[src/rtl/mem_arb_pkg.sv]
// Shared types and defaults for the fetch/data unified-memory arbiter.
package mem_arb_pkg;

    localparam int unsigned DATA_W         = 16;
    localparam int unsigned ADDR_W         = 16;
    localparam int unsigned TO_CNT_W       = 5;
    localparam int unsigned STARVE_MAX_DEF = 2;
    localparam int unsigned TIMEOUT_DEF    = 31;

    typedef enum logic [1:0] {
        IDLE = 2'd0,
        BUSY = 2'd1,
        RESP = 2'd2
    } arb_state_t;

    typedef enum logic {
        REQ_IF = 1'b0,
        REQ_DM = 1'b1
    } req_id_t;

    // Latched access payload, held for the whole access.
    typedef struct packed {
        logic              wr;
        logic [ADDR_W-1:0] addr;
        logic [DATA_W-1:0] wdata;
    } acc_t;

endpackage

[src/rtl/arb_timeout_cnt.sv]
// Cycle counter for the BUSY state; tc_c flags the last permitted cycle.
module arb_timeout_cnt
    import mem_arb_pkg::*;
#(
    parameter logic [TO_CNT_W-1:0] TERM = TO_CNT_W'(TIMEOUT_DEF - 1)
) (
    input  logic clk,
    input  logic rst,
    input  logic clr,
    input  logic en,
    output logic tc_c
);

    logic [TO_CNT_W-1:0] count;

    always_ff @(posedge clk) begin
        if (rst) begin
            count <= '0;
        end else if (clr) begin
            count <= '0;
        end else if (en) begin
            count <= count + 1'b1;
        end
    end

    assign tc_c = (count == TERM);

endmodule

[src/rtl/mem_arbiter.sv]
// Arbitrates the single-ported memory between fetch and data with data-first
// priority, a fetch starvation guard, timeout and unaligned-access errors.
module mem_arbiter
    import mem_arb_pkg::*;
#(
    parameter int unsigned STARVE_MAX = STARVE_MAX_DEF,
    parameter int unsigned TIMEOUT    = TIMEOUT_DEF
) (
    input  logic              clk,
    input  logic              rst,
    input  logic              if_req,
    input  logic [ADDR_W-1:0] if_addr,
    output logic [DATA_W-1:0] if_rdata,
    output logic              if_done,
    output logic              if_stall,
    input  logic              dm_req,
    input  logic              dm_wr,
    input  logic [ADDR_W-1:0] dm_addr,
    input  logic [DATA_W-1:0] dm_wdata,
    output logic [DATA_W-1:0] dm_rdata,
    output logic              dm_done,
    output logic              dm_stall,
    output logic              mem_en,
    output logic              mem_wr,
    output logic [ADDR_W-1:0] mem_addr,
    output logic [DATA_W-1:0] mem_wdata,
    input  logic [DATA_W-1:0] mem_rdata,
    input  logic              mem_done,
    output logic              busy,
    output logic              err
);

    localparam int unsigned SW = (STARVE_MAX < 2) ? 1 : $clog2(STARVE_MAX + 1);

    arb_state_t        state, state_n;
    req_id_t           id, id_n;
    acc_t              acc, acc_n, sel;
    logic [SW-1:0]     starve, starve_n;
    logic              grant_dm;
    logic              to_clr, to_en, to_tc;
    logic              resp_fire;
    logic [DATA_W-1:0] resp_data;

    logic              mem_en_n, mem_wr_n, if_done_n, dm_done_n, err_n, busy_n;
    logic [ADDR_W-1:0] mem_addr_n;
    logic [DATA_W-1:0] mem_wdata_n, if_rdata_n, dm_rdata_n;

    arb_timeout_cnt #(
        .TERM (TO_CNT_W'(TIMEOUT - 1))
    ) u_timeout (
        .clk  (clk),
        .rst  (rst),
        .clr  (to_clr),
        .en   (to_en),
        .tc_c (to_tc)
    );

    // Next state, latches and registered outputs for the following cycle.
    always_comb begin
        state_n     = state;
        id_n        = id;
        acc_n       = acc;
        starve_n    = starve;
        sel         = '0;
        grant_dm    = 1'b0;
        to_clr      = 1'b0;
        to_en       = 1'b0;
        resp_fire   = 1'b0;
        resp_data   = '0;
        mem_en_n    = 1'b0;
        mem_wr_n    = 1'b0;
        mem_addr_n  = '0;
        mem_wdata_n = '0;
        if_done_n   = 1'b0;
        dm_done_n   = 1'b0;
        if_rdata_n  = '0;
        dm_rdata_n  = '0;
        err_n       = 1'b0;
        busy_n      = 1'b0;

        unique case (state)
            IDLE: begin
                if (if_req || dm_req) begin
                    grant_dm = dm_req && (!if_req || (starve != SW'(STARVE_MAX)));
                    if (grant_dm) begin
                        id_n      = REQ_DM;
                        sel.wr    = dm_wr;
                        sel.addr  = dm_addr;
                        sel.wdata = dm_wdata;
                        if (!if_req) begin
                            starve_n = '0;
                        end else if (starve != SW'(STARVE_MAX)) begin
                            starve_n = starve + 1'b1;
                        end
                    end else begin
                        id_n      = REQ_IF;
                        sel.addr  = if_addr;
                        starve_n  = '0;
                    end
                    acc_n  = sel;
                    busy_n = 1'b1;
                    // An odd byte address never reaches memory.
                    if (sel.addr[0]) begin
                        state_n   = RESP;
                        resp_fire = 1'b1;
                        err_n     = 1'b1;
                    end else begin
                        state_n     = BUSY;
                        to_clr      = 1'b1;
                        mem_en_n    = 1'b1;
                        mem_wr_n    = sel.wr;
                        mem_addr_n  = sel.addr;
                        mem_wdata_n = sel.wdata;
                    end
                end
            end
            BUSY: begin
                to_en  = 1'b1;
                busy_n = 1'b1;
                if (mem_done) begin
                    state_n   = RESP;
                    resp_fire = 1'b1;
                    resp_data = acc.wr ? '0 : mem_rdata;
                end else if (to_tc) begin
                    state_n   = RESP;
                    resp_fire = 1'b1;
                    err_n     = 1'b1;
                end else begin
                    mem_wr_n    = acc.wr;
                    mem_addr_n  = acc.addr;
                    mem_wdata_n = acc.wdata;
                end
            end
            RESP: begin
                state_n = IDLE;
            end
            default: begin
                state_n = IDLE;
            end
        endcase

        if (resp_fire) begin
            if (id_n == REQ_DM) begin
                dm_done_n  = 1'b1;
                dm_rdata_n = resp_data;
            end else begin
                if_done_n  = 1'b1;
                if_rdata_n = resp_data;
            end
        end
    end

    always_ff @(posedge clk) begin
        if (rst) begin
            state     <= IDLE;
            id        <= REQ_IF;
            acc       <= '0;
            starve    <= '0;
            mem_en    <= 1'b0;
            mem_wr    <= 1'b0;
            mem_addr  <= '0;
            mem_wdata <= '0;
            if_done   <= 1'b0;
            dm_done   <= 1'b0;
            if_rdata  <= '0;
            dm_rdata  <= '0;
            err       <= 1'b0;
            busy      <= 1'b0;
        end else begin
            state     <= state_n;
            id        <= id_n;
            acc       <= acc_n;
            starve    <= starve_n;
            mem_en    <= mem_en_n;
            mem_wr    <= mem_wr_n;
            mem_addr  <= mem_addr_n;
            mem_wdata <= mem_wdata_n;
            if_done   <= if_done_n;
            dm_done   <= dm_done_n;
            if_rdata  <= if_rdata_n;
            dm_rdata  <= dm_rdata_n;
            err       <= err_n;
            busy      <= busy_n;
        end
    end

    assign if_stall = if_req & ~if_done;
    assign dm_stall = dm_req & ~dm_done;

endmodule
[config.mk]
export PLATFORM = sky130hd
export DESIGN_NAME = mem_arbiter
export DESIGN_NICKNAME = d
export VERILOG_FILES = /design/src/rtl/mem_arb_pkg.sv /design/src/rtl/arb_timeout_cnt.sv /design/src/rtl/mem_arbiter.sv
export SDC_FILE = /design/constraint.sdc
export NUM_CORES = 1
export LEC_CHECK = 0
export CAP_MARGIN = 10
export CELL_PAD_IN_SITES_DETAIL_PLACEMENT = 1
export CELL_PAD_IN_SITES_GLOBAL_PLACEMENT = 2
export CORE_MARGIN = 3
export CORE_UTILIZATION = 28
export DETAILED_ROUTE_END_ITERATION = 16
export GPL_TIMING_DRIVEN = 0
export PLACE_DENSITY = 0.81
export SLEW_MARGIN = 20
export SYNTH_ARGS = -nofsm -noshare
export SYNTH_HDL_FRONTEND = slang
export SYNTH_HIERARCHICAL = 1
export SYNTH_SLANG_ARGS = --single-unit
[constraint.sdc]
create_clock -name clk -period 4.3 [get_ports clk]
set_clock_uncertainty 0.15 [all_clocks]
set_input_delay 1.075 -clock clk [delete_from_list [all_inputs] [get_ports clk]]
set_output_delay 1.075 -clock clk [all_outputs]
set_load 0.1 [all_outputs]
==> results of run 1 <==
==> final timing paths <==
kind | from | to | slack [ns] | cells after the start
setup reg to reg | u_timeout/count[0] | mem_addr[12] | 1.93 | 6
setup / recovery | dm_req | dm_stall | 0.42 | 4
hold reg to reg | starve[0] | starve[0] | 0.31 | 2
hold / removal | starve[0] | starve[0] | 0.31 | 2
==> area by class of cell <==
class                      instances  area share
buffer                            33     0.02731
clock buffer                      20     0.07275
clock inverter                    12     0.02809
inverter                           6    0.003511
multi-input combinational        276      0.2618
sequential                       113      0.3526
tap                              180     0.03511
timing repair buffer             140      0.2188
==> metrics by stage <==
step / setup WS (ns) / instances / instance area (um2)
detailed placement: 0.03375 / 748 / 5766
floorplan: 0.5157 / 428 / 4139
global route: 0.3021 / 780 / 6415
global placement: 0.02047 / 748 / 5766
finish: 0.4154 / 780 / 6415
CTS: 0.01778 / 780 / 6412
==> layout by cell type, fill, tap and decap left out, drive strengths merged, types with 2 or more instances in the layout <==
cell	instances
a21bo	2
a21oi	4
a22o	15
a22oi	34
a311oi	16
a32o	15
buf	20
bufinv	4
clkbuf	33
clkdlybuf4s50	139
clkinv	2
clkinvlp	5
dfxtp	113
ha	3
inv	7
mux2	2
nand2	51
nand4	2
nor2	100
nor3	8
nor3b	3
or2	3
==> repair_timing <==
item                       4_1_cts  5_1_grt
hold buffers                     0        0
hold endpoints to repair         0        0
gates resized for setup          0        1
setup endpoints to repair        0        1
==> kinds of logic (layout without fill, tap and decap cells) <==
kind of cell	Yosys count	after routing
buffers and inverters	39	211
AO/OA/AOI/OAI	95	95
multiplexers	3	3
XOR/XNOR	1	1
flip-flops	113	113
AND/OR/NAND/NOR	174	174
adder cells (fa/ha/maj)	3	3
==> per-layer routing <==
metal	vias to the layer above	wire [um]	track usage
li1	1822	-	-
met1	1848	5993	0.2056
met2	147	6402	0.2772
met3	20	1449	0.09156
met4	2	224	0.06492
met5	-	7	0
==> registers in the layout, indices dropped and copies added, names as in the netlist, 2 cells and up <==
register / cells
dm_rdata: 16
state: 2
if_rdata: 16
mem_wdata: 16
u_timeout/count: 5
starve: 2
mem_addr: 16
acc: 33
==> worst register-to-register path, delay by kind of cell, from the launching register on <==
kind | cells | cell delay [ns]
AND/OR/NAND/NOR | 2 | 0.74
buffers and inverters | 2 | 0.54
flip-flops | 1 | 0.41
AO/OA/AOI/OAI | 1 | 0.27
adder cells (fa/ha/maj) | 1 | 0.19
==> report_power, final <==
part | total [mW] | leakage, nW | switching [mW] | internal [mW]
Combinational | 0.521 | 1.27 | 0.347 | 0.173
Clock | 1.53 | 0.301 | 0.509 | 1.02
Sequential | 1.13 | 0.921 | 0.0296 | 1.10
Total | 3.18 | 2.49 | 0.886 | 2.29
==> out/results.txt, run 1 <==
layout cell share with drive strength beyond 1: 0.1217
sequential share of the synthesized area: 0.5466
core box area: 14150 um2
Multi-input gate area: 1679 um2
via count: 3839
status: complete, no violations
kind of critical path: in -> out
Leakage: 2.487 nW
Post-synth top flop: dfxtp_1
DRT iter0 DRCs: 218
synthesized netlist cell count: 428
XOR/XNOR share of the synthesized area: 0.002116
I/O Pins: 142
Die Height: 127.6 um
Routed Antenna Nets: 0
maxcap violations: 0
critical path endpoint category: output port
initial antenna violation count: 1
CTS Buffer Depth: 2
Synth area leaders: dfxtp_1 55%, nor2_1 9.1%, nand2_1 4.6%
setup TNS: 0 ns
mapped cell area: 4139 um2
latest clock arrival within the worst-skew pair: 0.42 ns
worst min path class: reg -> reg
Netlist cell types: 44
most frequent cells after synthesis: 113 x dfxtp_1, 100 x nor2_1, 51 x nand2_1
storage element area: 2262 um2
mux cell area share after synthesis: 0.008767
final worst path period need: 3.885 ns
Post-synth ARST share: 0
routed length per instance: 18.05 um
vias per cell: 4.922
GPL Wtd Cong: 0.7851
fin util: 0.4534
fill cell count: 1569
syn_area_per_cell: 9.670 um2
CP top delay family: buffers and inverters
slew of the pin with the lowest slew margin: 1.024 ns
Compound-Gate Fraction of Synth Area: 0.2044
Final Hold Viols: 0
post-synth top area share: 0.5466
Tcrit/Tclk final: 0.9034
syn_nets: 501
CTS H-tree depth: 4
final WL: 14080 um
die area: 16280 um2
VDD IR max: 0.0002695 V
WP data required: 3.07 ns
hold slack: 0.3081 ns
RSZ-0062 raised after global routing: false
overall global routing resource usage: 0.1764
main combinational cell family by area after synthesis: compound AO/OA/AOI/OAI gates
Ys Warns: 6
vias in the first global route: 4193
Yosys top cell by area: dfxtp_1
CTS clk-pin slew, worst paths: 0.05 ns
diodes inserted: 0
Final setup viols: 0
DRC: 0
Buf/Inv on CP: 3
site row count: 43
worst-path maximum fanout: 7
Crit-path slowest cell: dlymetal6s2s_1
Initial Util: 0.2925
Power Total: 3.179 mW
Max Freq: 257.4 MHz
fin nets: 660
Root Driver: clkbuf_16
CP startpoint kind: primary input
flops & latches, synth: 113
die width: 127.6 um
Post-synth EDFFs: 0
area grow syn2layout: 54.99%
count of pins over their slew limit: 0
critical-path cell list: clkdlybuf4s50_1 -> inv_1 -> nor2_1 -> dlymetal6s2s_1
Post-DP HPWL: 10000 um
total CTS buffers: 17
Adder-Cell Fraction of Synth Area: 0.009069
critical path arrival: 2.66 ns
CP max stage delay: 0.79 ns
Slew headroom: 0.3154
clk sink count: 113
PortBufs: 140
CTS tree: done
first-pass GRT wire length: 22280 um
Post-Synth Simple-Gate Area: 0.1814
Post-CTS Setup Bufs: 0
PwrDens: 495.5 nW/um2
count leader, synth: dfxtp_1
First-pass DRT Iterations: 4
Remaining Overflow, GRT: 0
pin count of the biggest net entering global routing: 17
(Power assumes the default switching activity.)
==> inputs of run 2 (changes only) <==
==> constraint.sdc (replaced) <==
create_clock -name clk -period 4.3 [get_ports clk]
set_clock_uncertainty 0.15 [all_clocks]
set_input_delay 1.075 -clock clk [delete_from_list [all_inputs] [get_ports clk]]
set_output_delay 1.075 -clock clk [all_outputs]
set_load 0.02 [all_outputs]
==> run 2 against run 1 <==
Against the previous run: clock-buffer cell count stayed put; cell area hardly changed; utilization hardly changed; flip-flop and latch count stayed put; die area stayed put; fmax is 4.1% higher; sequential share of layout area hardly changed; first-iteration DRC count stayed put; cell count stayed put; power is 3.9% lower; combinational power is 24% lower; largest cell class unchanged.
==> out/results.txt, run 2 (same netlist as run 1, synthesis figures left out) <==
diodes inserted: 0 (unchanged)
worst min path class: reg -> reg (unchanged)
commonest cells after routing, fill and taps aside: 140 x clkdlybuf4s50_1, 113 x dfxtp_1, 100 x nor2_1 (was 139 x clkdlybuf4s50_1, 113 x dfxtp_1, 100 x nor2_1)
Remaining Overflow, GRT: 0 (unchanged)
PwrDens: 476.5 nW/um2 (was 495.5 nW/um2)
CP startpoint kind: primary input (unchanged)
dpl cells: 748 (unchanged)
clk sink count: 113 (unchanged)
layout cell share with drive strength beyond 1: 0.1217 (unchanged)
I/O Pins: 142 (unchanged)
post-CTS sizing: 0 (unchanged)
vias per cell: 4.910 (was 4.922)
Routed Antenna Nets: 0 (unchanged)
core box area: 14150 um2 (unchanged)
max reg flops: 33 (unchanged)
critical path endpoint category: output port (unchanged)
via count: 3830 (was 3839)
Leakage: 2.477 nW (was 2.487 nW)
GR Layer Usage met2: 0.2772 (unchanged)
grt met1 use: 0.2056 (unchanged)
CTS tree: done (unchanged)
status: complete, no violations (unchanged)
vias in the first global route: 4193 (unchanged)
Max Freq: 268.0 MHz (was 257.4 MHz)
pin count of the biggest net entering global routing: 17 (unchanged)
CTS Buffer Depth: 2 (unchanged)
Slew headroom: 0.6224 (was 0.3154)
latest clock arrival within the worst-skew pair: 0.41 ns (was 0.42 ns)
CTS H-tree depth: 4 (unchanged)
grt peak-use layer: met2 (unchanged)
Post-CTS Setup Bufs: 0 (unchanged)
DRC: 0 (unchanged)
fin nets: 660 (unchanged)
VDD IR max: 0.0002667 V (was 0.0002695 V)
routed length per instance: 18.01 um (was 18.05 um)
final worst path period need: 3.731 ns (was 3.885 ns)
CTS clk-pin slew, worst paths: 0.05 ns (about the same)
Top reg by flops: acc (unchanged)
fin util: 0.4532 (was 0.4534)
die width: 127.6 um (unchanged)
final WL: 14050 um (was 14080 um)
met3 usage: 0.09156 (unchanged)
Place WS: 0.5646 ns (was 0.03375 ns)
GPL Wtd Cong: 0.7851 (unchanged)
WP data required: 3.07 ns (about the same)
setup TNS: 0 ns (unchanged)
worst-path maximum fanout: 7 (unchanged)
Post-DP HPWL: 10000 um (unchanged)
die area: 16280 um2 (unchanged)
RSZ-0062 raised after global routing: false (unchanged)
Final setup viols: 0 (unchanged)
initial antenna violation count: 1 (unchanged)
Initial Util: 0.2925 (unchanged)
DRT iter0 DRCs: 218 (unchanged)
Finished Layout Cells: 780 (unchanged)
count of pins over their slew limit: 0 (unchanged)
maxcap violations: 0 (unchanged)
overall global routing resource usage: 0.1764 (unchanged)
first-pass GRT wire length: 22280 um (unchanged)
final worst slack: 0.5688 ns (was 0.4154 ns)
area grow syn2layout: 54.93% (was 54.99%)
First-pass DRT Iterations: 4 (unchanged)
PortBufs: 140 (unchanged)
total CTS buffers: 17 (unchanged)
Die Height: 127.6 um (unchanged)
hold_buf cts: 0 (unchanged)
critical path arrival: 2.51 ns (was 2.66 ns)
Final Hold Viols: 0 (unchanged)
Root Driver: clkbuf_16 (unchanged)
Tcrit/Tclk final: 0.8677 (was 0.9034)
most common cell after layout, fill and taps aside: clkdlybuf4s50_1 (unchanged)
kind of critical path: in -> out (unchanged)
slew of the pin with the lowest slew margin: 0.5664 ns (was 1.024 ns)
site row count: 43 (unchanged)
run 2: cell types whose count changed in the layout (fill, tap and decap cells not counted), sizes merged:
cell	before	now
clkdlybuf4s50	139	140
dlymetal6s2s	1	0
run 2: worst max-delay path, cell delays in order:
cell	delay [ns]
clkdlybuf4s50_1	0.58
inv_1	0.09
nor2_1	0.11
clkdlybuf4s50_1	0.65
run 2: report_power, final:
group | switching (mW) | internal, mW
Sequential | 0.0296 | 1.10
Combinational | 0.223 | 0.174
Clock | 0.510 | 1.02
run 2: stage by stage:
stage	total power, mW	instance area, um2	hold WS (ns)
after CTS	3.095	6412	0.3123
after global routing	3.184	6412	0.3371
final	3.055	6412	0.3100
after detailed placement	1.550	5766	0.3023
after floorplan	1.359	4139	0.2819
after global placement	1.538	5766	0.2912
run 2: layout make-up:
type,instances,area (um2)
Multi-Input combinational cell,276,1679
Tap cell,180,225.2
Buffer,33,175.2
Clock inverter,12,180.2
Fill cell,1568,7737
Timing Repair Buffer,140,1401
Clock buffer,20,466.7
Sequential cell,113,2262
Inverter,6,22.52
run 2: per-layer routing:
metal / up-vias / share of wire
li1: 1823 / -
met1: 1845 / 0.43
met2: 141 / 0.45
met3: 19 / 0.10
met4: 2 / 0.016
met5: - / 0.00050
run 2: worst paths after layout:
path                      startpoint           end  slack, ns  cells after the start
hold reg to reg            starve[0]     starve[0]       0.31                      2
setup / recovery              dm_req      dm_stall       0.57                      4
setup reg to reg  u_timeout/count[0]  mem_addr[12]       1.94                      6
hold / removal             starve[0]     starve[0]       0.31                      2
==> inputs of run 3 (changes only) <==
--- a/config.mk
+++ b/config.mk
@@ -9,10 +9,11 @@
 export CELL_PAD_IN_SITES_DETAIL_PLACEMENT = 1
 export CELL_PAD_IN_SITES_GLOBAL_PLACEMENT = 2
 export CORE_MARGIN = 3
-export CORE_UTILIZATION = 28
+export CORE_UTILIZATION = 36
 export DETAILED_ROUTE_END_ITERATION = 16
+export DONT_BUFFER_PORTS = 1
 export GPL_TIMING_DRIVEN = 0
-export PLACE_DENSITY = 0.81
+export PLACE_DENSITY = 0.75
 export SLEW_MARGIN = 20
 export SYNTH_ARGS = -nofsm -noshare
 export SYNTH_HDL_FRONTEND = slang
==> constraint.sdc (replaced) <==
create_clock -name clk -period 3.5 [get_ports clk]
set_clock_uncertainty 0.15 [all_clocks]
set_input_delay 0.875 -clock clk [delete_from_list [all_inputs] [get_ports clk]]
set_output_delay 0.875 -clock clk [all_outputs]
set_load 0.02 [all_outputs]
==> run 3 against run 2 <==
Against the previous run: sequential power rose by 26%; first-iteration DRC count decreased by 29%; flip-flop and latch count unchanged; global-route usage grew 1.7 points; critical endpoint is now if_stall.
==> out/results.txt, run 3 (same netlist as run 1, synthesis figures left out) <==
Die Height: 113.2 um (was 127.6 um)
P_sw: 846.1 uW (was 762.3 uW)
Leakage: 1.959 nW (was 2.477 nW)
vias per cell: 5.422 (was 4.910)
critical path endpoint category: output port (unchanged)
setup TNS: 0 ns (unchanged)
Slew headroom: 0.5798 (was 0.6224)
post-CTS sizing: 0 (unchanged)
diodes inserted: 0 (unchanged)
CP startpoint kind: primary input (unchanged)
Initial Util: 0.3752 (was 0.2925)
DRT iter0 DRCs: 154 (was 218)
fin util: 0.4475 (was 0.4532)
combinational share of power: 0.086 (was 0.130)
total CTS buffers: 17 (unchanged)
Max Freq: 392.7 MHz
worst-path maximum fanout: 9 (was 7)
first-pass GRT wire length: 19140 um (was 22280 um)
overall global routing resource usage: 0.1931 (was 0.1764)
Final Hold Viols: 0 (unchanged)
layout cell share with drive strength beyond 1: 0.1522 (was 0.1217)
CTS tree: done (unchanged)
Remaining Overflow, GRT: 0 (unchanged)
First-pass DRT Iterations: 4 (unchanged)
CTS H-tree depth: 4 (unchanged)
PortBufs: 0 (was 140)
clock power share: 0.510 (was 0.499)
Final setup viols: 0 (unchanged)
critical path arrival: 1.52 ns (was 2.51 ns)
vias in the first global route: 3580 (was 4193)
hold_buf cts: 0 (unchanged)
I/O Pins: 142 (unchanged)
CTS clk-pin slew, worst paths: 0.05 ns (about the same)
routed length per instance: 19.64 um (was 18.01 um)
Sw Ratio: 0.2395 (was 0.2495)
worst min path class: reg -> reg (unchanged)
core box area: 11030 um2 (was 14150 um2)
die width: 113.2 um (was 127.6 um)
hold slack: 0.3228 ns (was 0.3100 ns)
CTS Buffer Depth: 2 (unchanged)
sequential fraction of design power: 0.403 (was 0.371)
dpl cells: 568 (was 748)
Top reg by flops: acc (unchanged)
GPL Wtd Cong: 0.7745 (was 0.7851)
Root Driver: clkbuf_16 (unchanged)
WP data required: 2.47 ns (was 3.07 ns)
final WL: 11780 um (was 14050 um)
P_int: 2.687 mW (was 2.293 mW)
Power Total: 3.533 mW (was 3.055 mW)
most common cell after layout, fill and taps aside: dfxtp_1 (was clkdlybuf4s50_1)
RSZ-0062 raised after global routing: false (unchanged)
VDD IR max: 0.0004513 V (was 0.0002667 V)
fin nets: 520 (was 660)
commonest cells after routing, fill and taps aside: 113 x dfxtp_1, 100 x nor2_1, 51 x nand2_1 (was 140 x clkdlybuf4s50_1, 113 x dfxtp_1, 100 x nor2_1)
site row count: 38 (was 43)
DRC: 0 (unchanged)
pin count of the biggest net entering global routing: 17 (unchanged)
Post-CTS Setup Bufs: 0 (unchanged)
slew of the pin with the lowest slew margin: 0.6280 ns (was 0.5664 ns)
initial antenna violation count: 0 (was 1)
Post-DP HPWL: 8387 um (was 10000 um)
max reg flops: 33 (unchanged)
maxcap violations: 0 (unchanged)
Routed Antenna Nets: 0 (unchanged)
clk sink count: 113 (unchanged)
status: complete, no violations (unchanged)
Finished Layout Cells: 600 (was 780)
via count: 3253 (was 3830)
latest clock arrival within the worst-skew pair: 0.41 ns (about the same)
count of pins over their slew limit: 0 (unchanged)
area grow syn2layout: 19.26% (was 54.93%)
die area: 12820 um2 (was 16280 um2)
Tcrit/Tclk final: 0.7276
PwrDens: 715.7 nW/um2 (was 476.5 nW/um2)
final worst path period need: 2.546 ns
kind of critical path: in -> out (unchanged)
[run 3: worst paths after layout]
path                                    startpoint  cells after the start  slack, ns      endpoint
worst min-delay path                     starve[0]                      2       0.32     starve[0]
worst max register to register  u_timeout/count[0]                      6       1.15  mem_addr[10]
worst max-delay path                        if_req                      3       0.95      if_stall
worst min register to register           starve[0]                      2       0.32     starve[0]
[run 3: final cells by class]
type	count	area, um2
fillers	1241	6095
plain buffers	33	175.2
clock buffers	22	464.2
multi-input cells	276	1679
clock inverters	10	157.7
flip-flops and latches	113	2262
inverters	6	22.52
well taps	140	175.2
[run 3: worst max-delay path: stages]
cell	delay, ns
buf_2	0.17
inv_1	0.10
nor2_1	0.38
[run 3: stage by stage]
stage / setup WS [ns] / cell area, um2
after floorplan: 1.080 / 4139
after global placement: 0.9026 / 4314
after detailed placement: 0.8809 / 4314
after CTS: 0.9391 / 4936
after global routing: 0.8803 / 4936
final: 0.9536 / 4936
[run 3: layer usage]
metal	up-vias	track usage	wire, um
met3	11	0.09786	1156
met2	119	0.3274	5834
met1	1581	0.2085	4670
met5	-	0	0
met4	0	0.06571	122
li1	1542	-	-
[run 3: power groups by stage]
stage          registers, mW  clock network (mW)  logic, mW
2_1_floorplan           1.44                   0      0.231
3_3_place_gp            1.45                   0      0.305
3_5_place_dp            1.45                   0      0.311
4_1_cts                 1.42                1.84      0.313
5_1_grt                 1.43                1.90      0.348
6_report                1.42                1.80      0.305
